<file path="src/rtl/ps2_rx_fifo.sv">
// ps2_rx_fifo: PS/2 device-to-host receiver with clock glitch filter, frame
// timeout, parity/frame error pulses and a first-word fall-through FIFO.
// Optional build macro PS2_RX_PREFIX_DECODE_EN folds E0/F0 prefix bytes into
// ext/brk flags stored alongside the following scan code.
module ps2_rx_fifo #(
    parameter int ADDR_W   = 3,
    parameter int FILT_LEN = 4,
    parameter int TIMEOUT  = 5000,
    parameter int OVF_KEEP = 1
) (
    input  logic              clk,
    input  logic              rst,
    input  logic              ps2_clk,
    input  logic              ps2_data,
    input  logic              nextdata_n,
    input  logic              ovf_clr,
    output logic [7:0]        data,
    output logic              data_ext,
    output logic              data_brk,
    output logic              ready,
    output logic [ADDR_W:0]   level,
    output logic              overflow,
    output logic              parity_err,
    output logic              frame_err
);
    localparam int DEPTH = 1 << ADDR_W;
    localparam int FCW   = $clog2(FILT_LEN + 1);
    localparam int TCW   = $clog2(TIMEOUT + 1);
`ifdef PS2_RX_PREFIX_DECODE_EN
    localparam int W = 10;
`else
    localparam int W = 8;
`endif

    typedef enum logic [1:0] {S_IDLE, S_DATA, S_PAR, S_STOP} state_t;

    // ---------------- input conditioning ----------------
    logic [1:0]     clk_sync_q, clk_sync_d, dat_sync_q, dat_sync_d;
    logic           filt_q, filt_d, strb_q, strb_d, bit_q, bit_d;
    logic [FCW-1:0] fcnt_q, fcnt_d;

    // Synchronise the pins and only let the clock change after FILT_LEN agreeing samples.
    always_comb begin
        clk_sync_d = {clk_sync_q[0], ps2_clk};
        dat_sync_d = {dat_sync_q[0], ps2_data};
        filt_d     = filt_q;
        fcnt_d     = '0;
        if (clk_sync_q[1] != filt_q) begin
            if (fcnt_q == FCW'(FILT_LEN - 1))
                filt_d = clk_sync_q[1];
            else
                fcnt_d = fcnt_q + 1'b1;
        end
        strb_d = filt_q & ~filt_d;
        bit_d  = dat_sync_q[1];
    end

    // Front-end registers; the pins idle high so everything resets to 1.
    always_ff @(posedge clk) begin
        if (rst) begin
            clk_sync_q <= 2'b11;
            dat_sync_q <= 2'b11;
            filt_q     <= 1'b1;
            fcnt_q     <= '0;
            strb_q     <= 1'b0;
            bit_q      <= 1'b1;
        end else begin
            clk_sync_q <= clk_sync_d;
            dat_sync_q <= dat_sync_d;
            filt_q     <= filt_d;
            fcnt_q     <= fcnt_d;
            strb_q     <= strb_d;
            bit_q      <= bit_d;
        end
    end

    // ---------------- frame FSM ----------------
    state_t         state_q, state_d;
    logic [2:0]     cnt_q, cnt_d;
    logic [7:0]     shift_q, shift_d;
    logic           par_q, par_d, push_q, push_d, perr_q, perr_d, ferr_q, ferr_d;
    logic [TCW-1:0] tmo_q, tmo_d;
    logic [W-1:0]   push_data_q, push_data_d;
`ifdef PS2_RX_PREFIX_DECODE_EN
    logic           ext_pend_q, ext_pend_d, brk_pend_q, brk_pend_d;
`endif

    // Next-state logic: bit collection, stop/parity verdict, timeout abort and prefix folding.
    always_comb begin
        state_d     = state_q;
        cnt_d       = cnt_q;
        shift_d     = shift_q;
        par_d       = par_q;
        push_d      = 1'b0;
        push_data_d = push_data_q;
        perr_d      = 1'b0;
        ferr_d      = 1'b0;
`ifdef PS2_RX_PREFIX_DECODE_EN
        ext_pend_d  = ext_pend_q;
        brk_pend_d  = brk_pend_q;
`endif
        tmo_d = (state_q == S_IDLE || strb_q) ? '0 : tmo_q + 1'b1;
        case (state_q)
            S_IDLE: if (strb_q && !bit_q) begin
                state_d = S_DATA;
                cnt_d   = '0;
            end
            S_DATA: if (strb_q) begin
                shift_d = {bit_q, shift_q[7:1]};
                cnt_d   = cnt_q + 1'b1;
                if (cnt_q == 3'd7) state_d = S_PAR;
            end
            S_PAR: if (strb_q) begin
                par_d   = bit_q;
                state_d = S_STOP;
            end
            default: if (strb_q) begin
                state_d = S_IDLE;
                if (!bit_q)
                    ferr_d = 1'b1;
                else if (!(^{shift_q, par_q}))
                    perr_d = 1'b1;
                else begin
`ifdef PS2_RX_PREFIX_DECODE_EN
                    if (shift_q == 8'hE0)
                        ext_pend_d = 1'b1;
                    else if (shift_q == 8'hF0)
                        brk_pend_d = 1'b1;
                    else begin
                        push_d      = 1'b1;
                        push_data_d = {ext_pend_q, brk_pend_q, shift_q};
                        ext_pend_d  = 1'b0;
                        brk_pend_d  = 1'b0;
                    end
`else
                    push_d      = 1'b1;
                    push_data_d = shift_q;
`endif
                end
            end
        endcase
        // A stalled frame is abandoned once the strobe has been absent for TIMEOUT cycles.
        if (state_q != S_IDLE && !strb_q && tmo_q == TCW'(TIMEOUT - 1)) begin
            state_d = S_IDLE;
            ferr_d  = 1'b1;
        end
`ifdef PS2_RX_PREFIX_DECODE_EN
        if (perr_d || ferr_d) begin
            ext_pend_d = 1'b0;
            brk_pend_d = 1'b0;
        end
`endif
    end

    // FSM state register.
    always_ff @(posedge clk) begin
        if (rst) begin
            state_q     <= S_IDLE;
            cnt_q       <= '0;
            shift_q     <= '0;
            par_q       <= 1'b0;
            tmo_q       <= '0;
            push_q      <= 1'b0;
            push_data_q <= '0;
            perr_q      <= 1'b0;
            ferr_q      <= 1'b0;
`ifdef PS2_RX_PREFIX_DECODE_EN
            ext_pend_q  <= 1'b0;
            brk_pend_q  <= 1'b0;
`endif
        end else begin
            state_q     <= state_d;
            cnt_q       <= cnt_d;
            shift_q     <= shift_d;
            par_q       <= par_d;
            tmo_q       <= tmo_d;
            push_q      <= push_d;
            push_data_q <= push_data_d;
            perr_q      <= perr_d;
            ferr_q      <= ferr_d;
`ifdef PS2_RX_PREFIX_DECODE_EN
            ext_pend_q  <= ext_pend_d;
            brk_pend_q  <= brk_pend_d;
`endif
        end
    end

    // ---------------- FIFO ----------------
    logic [W-1:0]      mem [DEPTH];
    logic [W-1:0]      head_q, head_d;
    logic [ADDR_W-1:0] rptr_q, rptr_d, wptr_q, wptr_d;
    logic [ADDR_W:0]   level_q, level_d;
    logic              ovf_q, ovf_d;
    logic              do_pop, full, ovf_evt, do_wr, rd_adv;

    // Pointer/level bookkeeping; the head is prefetched from the next read pointer
    // with a bypass so a write into the about-to-be-head slot is visible at once.
    always_comb begin
        do_pop  = (level_q != '0) && !nextdata_n;
        full    = (level_q == (ADDR_W + 1)'(DEPTH));
        ovf_evt = push_q && full && !do_pop;
        do_wr   = push_q && (!ovf_evt || OVF_KEEP == 0);
        rd_adv  = do_pop || (ovf_evt && OVF_KEEP == 0);
        rptr_d  = rd_adv ? rptr_q + 1'b1 : rptr_q;
        wptr_d  = do_wr ? wptr_q + 1'b1 : wptr_q;
        level_d = level_q;
        if (do_wr && !rd_adv)
            level_d = level_q + 1'b1;
        else if (rd_adv && !do_wr)
            level_d = level_q - 1'b1;
        ovf_d   = ovf_evt ? 1'b1 : (ovf_clr ? 1'b0 : ovf_q);
        head_d  = (do_wr && wptr_q == rptr_d) ? push_data_q : mem[rptr_d];
    end

    // Storage array and registered head read; no reset so it maps onto block RAM.
    always_ff @(posedge clk) begin
        if (do_wr) mem[wptr_q] <= push_data_q;
        head_q <= head_d;
    end

    // FIFO control registers.
    always_ff @(posedge clk) begin
        if (rst) begin
            rptr_q  <= '0;
            wptr_q  <= '0;
            level_q <= '0;
            ovf_q   <= 1'b0;
        end else begin
            rptr_q  <= rptr_d;
            wptr_q  <= wptr_d;
            level_q <= level_d;
            ovf_q   <= ovf_d;
        end
    end

    assign data       = head_q[7:0];
`ifdef PS2_RX_PREFIX_DECODE_EN
    assign data_ext   = head_q[9];
    assign data_brk   = head_q[8];
`else
    assign data_ext   = 1'b0;
    assign data_brk   = 1'b0;
`endif
    assign ready      = (level_q != '0);
    assign level      = level_q;
    assign overflow   = ovf_q;
    assign parity_err = perr_q;
    assign frame_err  = ferr_q;
endmodule

</file>
<file path="config.mk">
export PLATFORM = sky130hd
export DESIGN_NAME = ps2_rx_fifo
export DESIGN_NICKNAME = d
export VERILOG_FILES = /design/src/rtl/ps2_rx_fifo.sv
export SDC_FILE = /design/constraint.sdc
export NUM_CORES = 1
export LEC_CHECK = 0
export CAP_MARGIN = 20
export CORE_MARGIN = 5
export CORE_UTILIZATION = 59
export CTS_CLUSTER_DIAMETER = 150
export DETAILED_ROUTE_END_ITERATION = 12
export PLACE_DENSITY = 0.86
export SLEW_MARGIN = 20
export SYNTH_ARGS = -nofsm -noshare
export SYNTH_HDL_FRONTEND = slang
export SYNTH_SLANG_ARGS = --single-unit
</file>
<file path="constraint.sdc">
create_clock -name clk -period 3.4 [get_ports clk]
set_input_delay 0.34 -clock clk [delete_from_list [all_inputs] [get_ports clk]]
set_output_delay 0.34 -clock clk [all_outputs]
set_load 0.01 [all_outputs]
</file>
==> impl_metrics.csv, run 1 <==
group,metric,value,unit
status,status,"complete, no violations",
setup_path,crit_path_start_kind,"register",
hold_path,hold_depth,2,
timing,finClkSkew,12.9,ps
grt,grt_max_degree,28,
timing,postLayoutSetupSlackWorst,533,ps
floorplan,start_util,0.611,
cts,clkTransAtPathRegs,60,ps
yosys,ys_warn_count,0,
cts,ctsResizeCount,0,
grt,grt_usage,0.196,
floorplan,ios,24,
drt,drtPass1Iterations,5,
placed_design,dp_slack,643,ps
yosys,synth_edf_count,64,
yosys,synth.top_cell.area_share,0.379,
grt,overflow,0,
cts,cts_tree,"done",
yosys,postSynthCellCount,398,
drt,num_vias,3020,
yosys,synthesis.area,5070,sq um
grt,grt_pass1_vias,3089,
yosys,synth.most_common_cell,"edfxtp_1",
cts,cts.sinks,126,
setup_path,critPathCaptureType,"primary output",
cts,clk_path_buf_depth,2,
yosys,synth_cell_types,38,
hold_path,hold_class,"input port to register",
yosys,seq_area_frac_synth,0.623,
floorplan,dieArea,10600,sq um
cts,numCtsBuffers,17,
grt,grt_pass1_wl,15100,microns
setup_path,required,3060,ps
timing,tns,0,ps
setup_path,r2r_start,"level[0]",
pwr,powerDensity,684,nW/um^2
drt,drt_iter0_drc,133,
timing,rsz0062_at_grt,"false",
timing,finalMaxSlewViolations,0,
timing,fin_crit_sh,0.843,
cts,clk_latency,510,ps
timing,min_period,2870,ps
placed_design,gp_congestion,0.817,
grt,antenna_found_initial,0,
timing,worst_slew_pin_slew,910,ps
yosys,ys_top_cells_by_area,"edfxtp_1, dfxtp_1, mux4_2",
placed_design,io_buffers,21,
final_layout,nNetsFinal,448,
final_layout,drive_above_1_share,0.164,
floorplan,fp.coreArea,8300,sq um
final_layout,utilization,0.723,
drt,vias_per_cell,5.54,
setup_path,cp.arrival,2530,ps
floorplan,rows,33,
cts,cts_max_level,4,
timing,setup_viol,0,
hold_path,holdPathEnd,"clk_sync_q[0]",
run,drv_cap,0,
yosys,yosys.area.top_type,"edfxtp_1",
setup_path,setup.worst_path.class,"register to primary output",
pwr,peakVddDrop,0.000399,V
pwr,leakagePower,2.06,nW
drt,post_drt_wl_per_cell,17.0,microns
cts,root_buffer,"clkbuf_8",
setup_path,r2r_slack,610,ps
placed_design,dp_hpwl,5860,microns
timing,max_freq,349,MHz
timing,relSlewSlack,0.391,
yosys,async_flop_share,0,
yosys,synth_flop_cell,"edfxtp_1",
yosys,ys_top_cells_by_count,"edfxtp_1, dfxtp_1, nor2_1",
drt,routed_wl,9280,microns
setup_path,reg2reg_to,"level[3]",
timing,hold_viol,0,
drt,antenna_left,0,
cts,ctsHoldBuffers,0,
floorplan,die_w,103,microns
drt,drc,0,
setup_path,worstPathMaxFanout,16,
hold_path,hold_start,"ps2_clk",
final_layout,antenna_cells,0,
final_layout,n_fill_cell,526,
floorplan,die_y,103,microns
cts,cts_setup_buffers,0,
setup_path,ff2ff_path_depth,11,
yosys,postSynthAreaPerCell,12.7,sq um
final_layout,syn2layout_area_growth,18.2,%
yosys,ys_ff_latch,126,
[layout by cell type (no fill, tap or decap), types with 6 or more instances in the layout]
cell	synthesis	final
nand2_1	22	22
a21oi_1	25	25
nand3_1	14	14
mux4_2	16	16
nand4_1	6	6
edfxtp_1	64	64
or2_2	6	6
xnor2_1	16	16
xor2_1	8	8
ha_1	14	14
clkbuf_16	0	16
inv_1	21	21
clkdlybuf4s50_1	0	21
dfxtp_1	62	62
o21ai_0	14	14
nor2_1	39	39
mux2_2	9	9
or3_1	10	10
[through the flow]
stage               total power [mW]  hold WS (ps)  cells  area, sq um
floorplan                       2.07           389    399         5080
global placement                2.24           393    513         5380
detailed placement              2.27           397    513         5380
CTS                             4.14           369    545         6000
global route                    4.27           376    545         6000
finish                          4.10           392    545         6000
[sequential cells by signal (all words and copies together), names as in the netlist, 2 cells and up, named ones only]
signal,count
mem,64
tmo_q,13
push_data_q,8
shift_q,8
level,4
cnt_q,3
fcnt_q,3
rptr_q,3
wptr_q,3
clk_sync_q,2
dat_sync_q,2
state_q,2
[logic make-up after synthesis]
group | Yosys count | synth area share
multiplexers | 28 | 0.0969
AND/OR/NAND/NOR | 119 | 0.114
XOR/XNOR | 25 | 0.0461
buffers and inverters | 38 | 0.0313
flip-flops | 126 | 0.623
adder cells (fa/ha/maj) | 15 | 0.0385
AO/OA/AOI/OAI | 46 | 0.0488
other | 1 | 0.000739
[critical path, stage by stage, from the launching register on]
cell and delay [ps]:
dfxtp_1 810, mux4_2 420, mux2_2 280, clkdlybuf4s50_1 490
[cell type report]
| class | count | area [sq um] | share of cell area |
|---|---|---|---|
| Clock buffer | 17 | 414 | 0.0690 |
| Clock inverter | 15 | 208 | 0.0346 |
| Inverter | 21 | 78.8 | 0.0131 |
| Multi-Input combinational cell | 235 | 1760 | 0.293 |
| Sequential cell | 126 | 3160 | 0.527 |
| Tap cell | 105 | 131 | 0.0219 |
| Timing Repair Buffer | 26 | 248 | 0.0413 |
[where the power goes]
group	switching, mW	leakage (nW)	internal, mW
Clock	0.671	0.304	1.20
Combinational	0.220	0.663	0.331
Sequential	0.0571	1.09	1.62
[worst max-delay path by stage]
| stage | from | end | slack [ps] | depth (start not counted) |
|---|---|---|---|---|
| after floorplan | level[0] | level[3] | 780 | 11 |
| after global placement | nextdata_n | level[3] | 800 | 11 |
| after detailed placement | level[0] | level[3] | 640 | 11 |
| after CTS | register | data[5] | 490 | 3 |
| after global routing | register | data[7] | 400 | 3 |
| final | register | data[5] | 530 | 3 |
[per-layer routing]
layer / global-route usage / routed length [microns]
met1: 0.216 / 3640
met2: 0.345 / 4920
met3: 0.0541 / 500
met4: 0.102 / 217
met5: 0 / 0
No activity file was read; power rests on OpenSTA's default activity.
==> inputs of run 2 (changes only) <==
==> constraint.sdc (replaced) <==
create_clock -name clk -period 2.9 [get_ports clk]
set_input_delay 0.29 -clock clk [delete_from_list [all_inputs] [get_ports clk]]
set_output_delay 0.29 -clock clk [all_outputs]
set_load 0.01 [all_outputs]
==> run 2 against run 1 <==
  * Setup slack got worse by 390 ps
  * Sequential power grew 16%
  * Critical path depth is 1 higher
  * Clock power grew 11%
  * Sequential share of layout area shrank 0.23 points
  * Utilization increased by 0.32 points
  * Combinational power rose by 23%
  * Global-route usage increased by 0.067 points
  * Sequential cell count is the same
  * Worst hold slack got worse by 51 ps
  * Power increased by 14%
  * Final area grew 0.44%
  * Critical path type unchanged
==> impl_metrics.csv, run 2 (synthesis gave the netlist of run 1 again) <==
group,metric,value,unit
status,status,"complete, no violations",
drt,vias_per_cell,5.59,
final_layout,drive_above_1_share,0.176,
setup_path,critPathMaxStageDelay,560,ps
cts,root_buffer,"clkbuf_8",
drt,antenna_left,0,
timing,fin_crit_sh,0.949,
drt,post_drt_wl_per_cell,16.7,microns
setup_path,worstPathMaxFanout,16,
setup_path,critPathCaptureType,"primary output",
final_layout,syn2layout_area_growth,18.7,%
floorplan,rows,33,
final_layout,final_cell_mix,"edfxtp_1, dfxtp_1, nor2_1",
final_layout,post-route-cell-area,6020,sq um
timing,relSlewSlack,0.643,
grt,antenna_found_initial,0,
cts,clk_path_buf_depth,2,
final_layout,n_fill_cell,516,
setup_path,r2r_start,"level[0]",
final_layout,antenna_cells,0,
placed_design,placed_area,5440,sq um
hold_path,hold_start,"ps2_clk",
drt,num_vias,3091,
pwr,peakVddDrop,0.000443,V
cts,cts_setup_buffers,0,
floorplan,start_util,0.611,
run,drv_cap,0,
grt,overflow,0,
grt,grt_pass1_vias,3175,
cts,cts.sinks,126,
pwr,leakagePower,2.07,nW
hold_path,hold_class,"input port to register",
cts,cts_max_level,4,
grt,grt_max_degree,23,
cts,cts_tree,"done",
floorplan,ios,24,
pwr,powerDensity,779,nW/um^2
setup_path,reg2reg_to,"level[3]",
final_layout,largest_reg_flops,64,
drt,drc,0,
timing,rsz0062_at_grt,"false",
grt,grt_pass1_wl,15400,microns
setup_path,slowest_stage,"mux4_2",
drt,drtPass1Iterations,4,
setup_path,worstPathCellList,"buf_4, mux4_2, mux2_2, clkdlybuf4s50_1",
placed_design,gp_congestion,0.834,
setup_path,cp.arrival,2460,ps
final_layout,largestRegisters,"mem: 64 flops, tmo_q: 13 flops",
timing,min_period,2750,ps
timing,tns,0,ps
drt,routed_wl,9240,microns
timing,setup_viol,0,
final_layout,top_register,"mem",
floorplan,die_w,103,microns
cts,numCtsBuffers,17,
setup_path,crit_path_start_kind,"register",
setup_path,ff2ff_path_depth,11,
timing,holdWs,341,ps
timing,finalMaxSlewViolations,0,
placed_design,dp_hpwl,5800,microns
setup_path,setup.worst_path.class,"register to primary output",
hold_path,holdPathEnd,"clk_sync_q[0]",
timing,finClkSkew,9.46,ps
floorplan,dieArea,10600,sq um
cts,clkTransAtPathRegs,60,ps
placed_design,io_buffers,21,
setup_path,required,2610,ps
cts,clk_latency,510,ps
grt,grt_usage,0.197,
floorplan,die_y,103,microns
final_layout,nNetsFinal,456,
timing,worst_slew_pin_slew,535,ps
floorplan,fp.coreArea,8300,sq um
final_layout,final_common_cell,"edfxtp_1",
setup_path,r2r_slack,160,ps
timing,hold_viol,0,
hold_path,hold_depth,2,
drt,drt_iter0_drc,180,
timing,max_freq,363,MHz
-- run 2: cell count changes in the layout (fill, tap and decap cells not counted) --
cell / delta
nor2b_1: -1
clkinv_1: +1
inv_6: -3
nor2b_2: +1
clkbuf_1: +1
clkinv_4: -2
buf_4: +8
bufinv_16: -1
clkinvlp_4: +4
-- run 2: worst max-delay path by stage --
| stage | end | slack [ps] | startpoint |
|---|---|---|---|
| after CTS | data[7] | 100 | register |
| after detailed placement | level[3] | 190 | level[0] |
| after floorplan | level[3] | 280 | level[0] |
| after global routing | level[3] | 8 | level[0] |
| after global placement | level[3] | 320 | level[0] |
| final | data[7] | 150 | register |
-- run 2: per-layer routing --
metal | track usage | up-vias | share of wire
li1 | - | 1505 | -
met1 | 0.219 | 1510 | 0.41
met2 | 0.357 | 56 | 0.54
met3 | 0.0535 | 20 | 0.031
met4 | 0.0777 | 0 | 0.022
met5 | 0 | - | 0
-- run 2: timing repair --
| item | in CTS | in global routing |
|---|---|---|
| hold endpoints to repair | 0 | 0 |
| gates resized for setup | 0 | 1 |
| hold buffers | 0 | 0 |
| setup endpoints to repair | 0 | 1 |
-- run 2: critical path, delay by kind of cell (launching register included) --
| kind | cells | cell delay (ps) |
|---|---|---|
| buf+inv | 2 | 780 |
| flops | 1 | 310 |
| mux | 2 | 860 |
-- run 2: per-stage QoR --
| step | cells | total power, mW | setup WS [ps] | utilization |
|---|---|---|---|---|
| 6_report | 553 | 4.69 | 147 | 0.726 |
| 5_1_grt | 553 | 4.89 | 8.43 | 0.726 |
| 4_1_cts | 553 | 4.74 | 95.3 | 0.726 |
| 3_5_place_dp | 521 | 2.66 | 191 | 0.655 |
| 3_3_place_gp | 521 | 2.63 | 324 | 0.655 |
| 2_1_floorplan | 399 | 2.43 | 283 | - |
-- run 2: final cells by class --
cell class,count,area [sq um],share of cell area
clock buffers,18,418,0.0694
clock inverters,14,168,0.0278
inverters,21,78.8,0.0131
multi-input cells,235,1760,0.292
flip-flops and latches,126,3160,0.525
well taps,105,131,0.0218
repair buffers,34,308,0.0511
-- run 2: power by group --
group | internal, mW | total, mW | switching (mW)
registers | 1.90 | 1.95 | 0.0443
clock network | 1.31 | 2.07 | 0.761
logic | 0.395 | 0.679 | 0.284
==> inputs of run 3 (changes only) <==
--- a/config.mk
+++ b/config.mk
@@ -6,7 +6,7 @@
 export NUM_CORES = 1
 export LEC_CHECK = 0
 export CAP_MARGIN = 20
-export CORE_MARGIN = 5
+export CORE_MARGIN = 1.5
 export CORE_UTILIZATION = 59
 export CTS_CLUSTER_DIAMETER = 150
 export DETAILED_ROUTE_END_ITERATION = 12
==> run 3 against run 2 <==
  * Utilization about the same
  * Sequential cell count unchanged
  * Clock power down 5%
  * Sequential power about the same
  * First-iteration DRC count down 19%
  * Non-clock buffer count down 1
  * Via count down 0.87%
  * Cell count down 0.18%
  * Routed wire length down 2.7%
  * Maximum frequency up 0.25%
  * Setup slack better by 6.8 ps
  * Largest power group unchanged
==> impl_metrics.csv, run 3 (synthesis gave the netlist of run 1 again) <==
group,metric,value,unit
status,status,"complete, no violations",
placed_design,placed_area,5430,sq um
floorplan,fp.coreArea,8260,sq um
setup_path,critPathMaxStageDelay,560,ps
timing,holdWs,343,ps
setup_path,required,2610,ps
setup_path,critPathCaptureType,"primary output",
hold_path,hold_class,"input port to register",
floorplan,die_y,95.7,microns
pwr,p_int,3.51,mW
final_layout,instances_no_fill,552,
pwr,total_power,4.57,mW
setup_path,worstPathCellList,"buf_4, mux4_2, mux2_2, clkdlybuf4s50_1",
grt,antenna_found_initial,0,
run,drv_cap,0,
timing,rsz0062_at_grt,"false",
setup_path,crit_path_start_kind,"register",
timing,relSlewSlack,0.612,
grt,grt_max_degree,22,
timing,tns,0,ps
final_layout,largestRegisters,"mem: 64 flops, tmo_q: 13 flops",
floorplan,die_w,95.7,microns
pwr,pwr-share-comb,0.147,
cts,root_buffer,"clkbuf_8",
final_layout,drive_above_1_share,0.172,
final_layout,final_common_cell,"edfxtp_1",
grt,grt_pass1_vias,3108,
timing,worst_slew_pin_slew,580,ps
placed_design,dp_hpwl,5670,microns
pwr,powerDensity,764,nW/um^2
pwr,leakagePower,2.07,nW
timing,fin_crit_sh,0.947,
drt,drc,0,
grt,overflow,0,
final_layout,antenna_cells,0,
floorplan,start_util,0.614,
timing,finalMaxSlewViolations,0,
cts,ctsResizeCount,0,
timing,hold_viol,0,
setup_path,worstPathMaxFanout,16,
grt,grt_usage,0.223,
timing,min_period,2750,ps
grt,grt_pass1_wl,14700,microns
final_layout,post-route-cell-area,5990,sq um
cts,clk_latency,500,ps
pwr,switching_share,0.232,
pwr,power_frac_clock,0.428,
drt,post_drt_wl_per_cell,16.3,microns
placed_design,gp_congestion,0.814,
timing,finClkSkew,8.32,ps
timing,max_freq,364,MHz
cts,cts_tree,"done",
timing,setup_viol,0,
final_layout,syn2layout_area_growth,18.1,%
setup_path,setup.worst_path.class,"register to primary output",
setup_path,cp.arrival,2460,ps
final_layout,nNetsFinal,455,
drt,drtPass1Iterations,5,
cts,cts_max_level,4,
final_layout,largest_reg_flops,64,
placed_design,placed_cells,520,
drt,vias_per_cell,5.55,
setup_path,slowest_stage,"mux4_2",
drt,drt_iter0_drc,145,
placed_design,io_buffers,21,
drt,num_vias,3064,
floorplan,ios,24,
final_layout,final_cell_mix,"edfxtp_1, dfxtp_1, nor2_1",
drt,routed_wl,8990,microns
pwr,p_switching,1.06,mW
floorplan,dieArea,9160,sq um
floorplan,rows,33,
cts,cts.sinks,126,
cts,ctsHoldBuffers,0,
pwr,seqPwrFrac,0.425,
cts,clkTransAtPathRegs,60,ps
cts,cts_setup_buffers,0,
final_layout,top_register,"mem",
drt,antenna_left,0,
cts,numCtsBuffers,17,
pwr,peakVddDrop,0.000500,V
cts,clk_path_buf_depth,2,
-- run 3: path summary, 6_finish.rpt --
path | from | end | slack (ps) | cells after the start
max | register | data[2] | 150 | 4
min | ps2_clk | clk_sync_q[0] | 340 | 2
min reg2reg | dat_sync_q[1] | bit_q | 410 | 1
max reg2reg | level[0] | level[3] | 160 | 11
-- run 3: stage by stage --
stage	utilization	setup WS (ps)
global placement	0.657	308
CTS	0.725	86.3
detailed placement	0.657	184
floorplan	-	283
finish	0.725	153
global route	0.725	30.2
-- run 3: final cells by class --
type / count / area [sq um]
fill: 525 / 2270
tap: 105 / 131
multi-input combinational: 235 / 1760
inverter: 21 / 78.8
clock buffer: 18 / 418
sequential: 126 / 3160
timing repair buffer: 33 / 300
clock inverter: 14 / 144
-- run 3: power groups by stage --
stage | registers [mW] | clock network [mW] | logic [mW]
detailed placement | 1.98 | 0 | 0.672
CTS | 1.94 | 1.99 | 0.682
finish | 1.94 | 1.96 | 0.672
global route | 1.95 | 2.09 | 0.733
floorplan | 1.98 | 0 | 0.448
global placement | 1.98 | 0 | 0.654
-- run 3: per-layer routing --
layer	up-vias	global-route usage	routed length (microns)
li1	1495	-	-
met1	1490	0.247	3790
met2	62	0.401	4750
met3	17	0.0664	278
met4	0	0.0858	163
met5	-	0	0
-- run 3: critical path: cells and delay by family (launching register included) --
| family | cells | cell delay, ps |
|---|---|---|
| DFF | 1 | 310 |
| buffers and inverters | 2 | 790 |
| muxes | 2 | 850 |
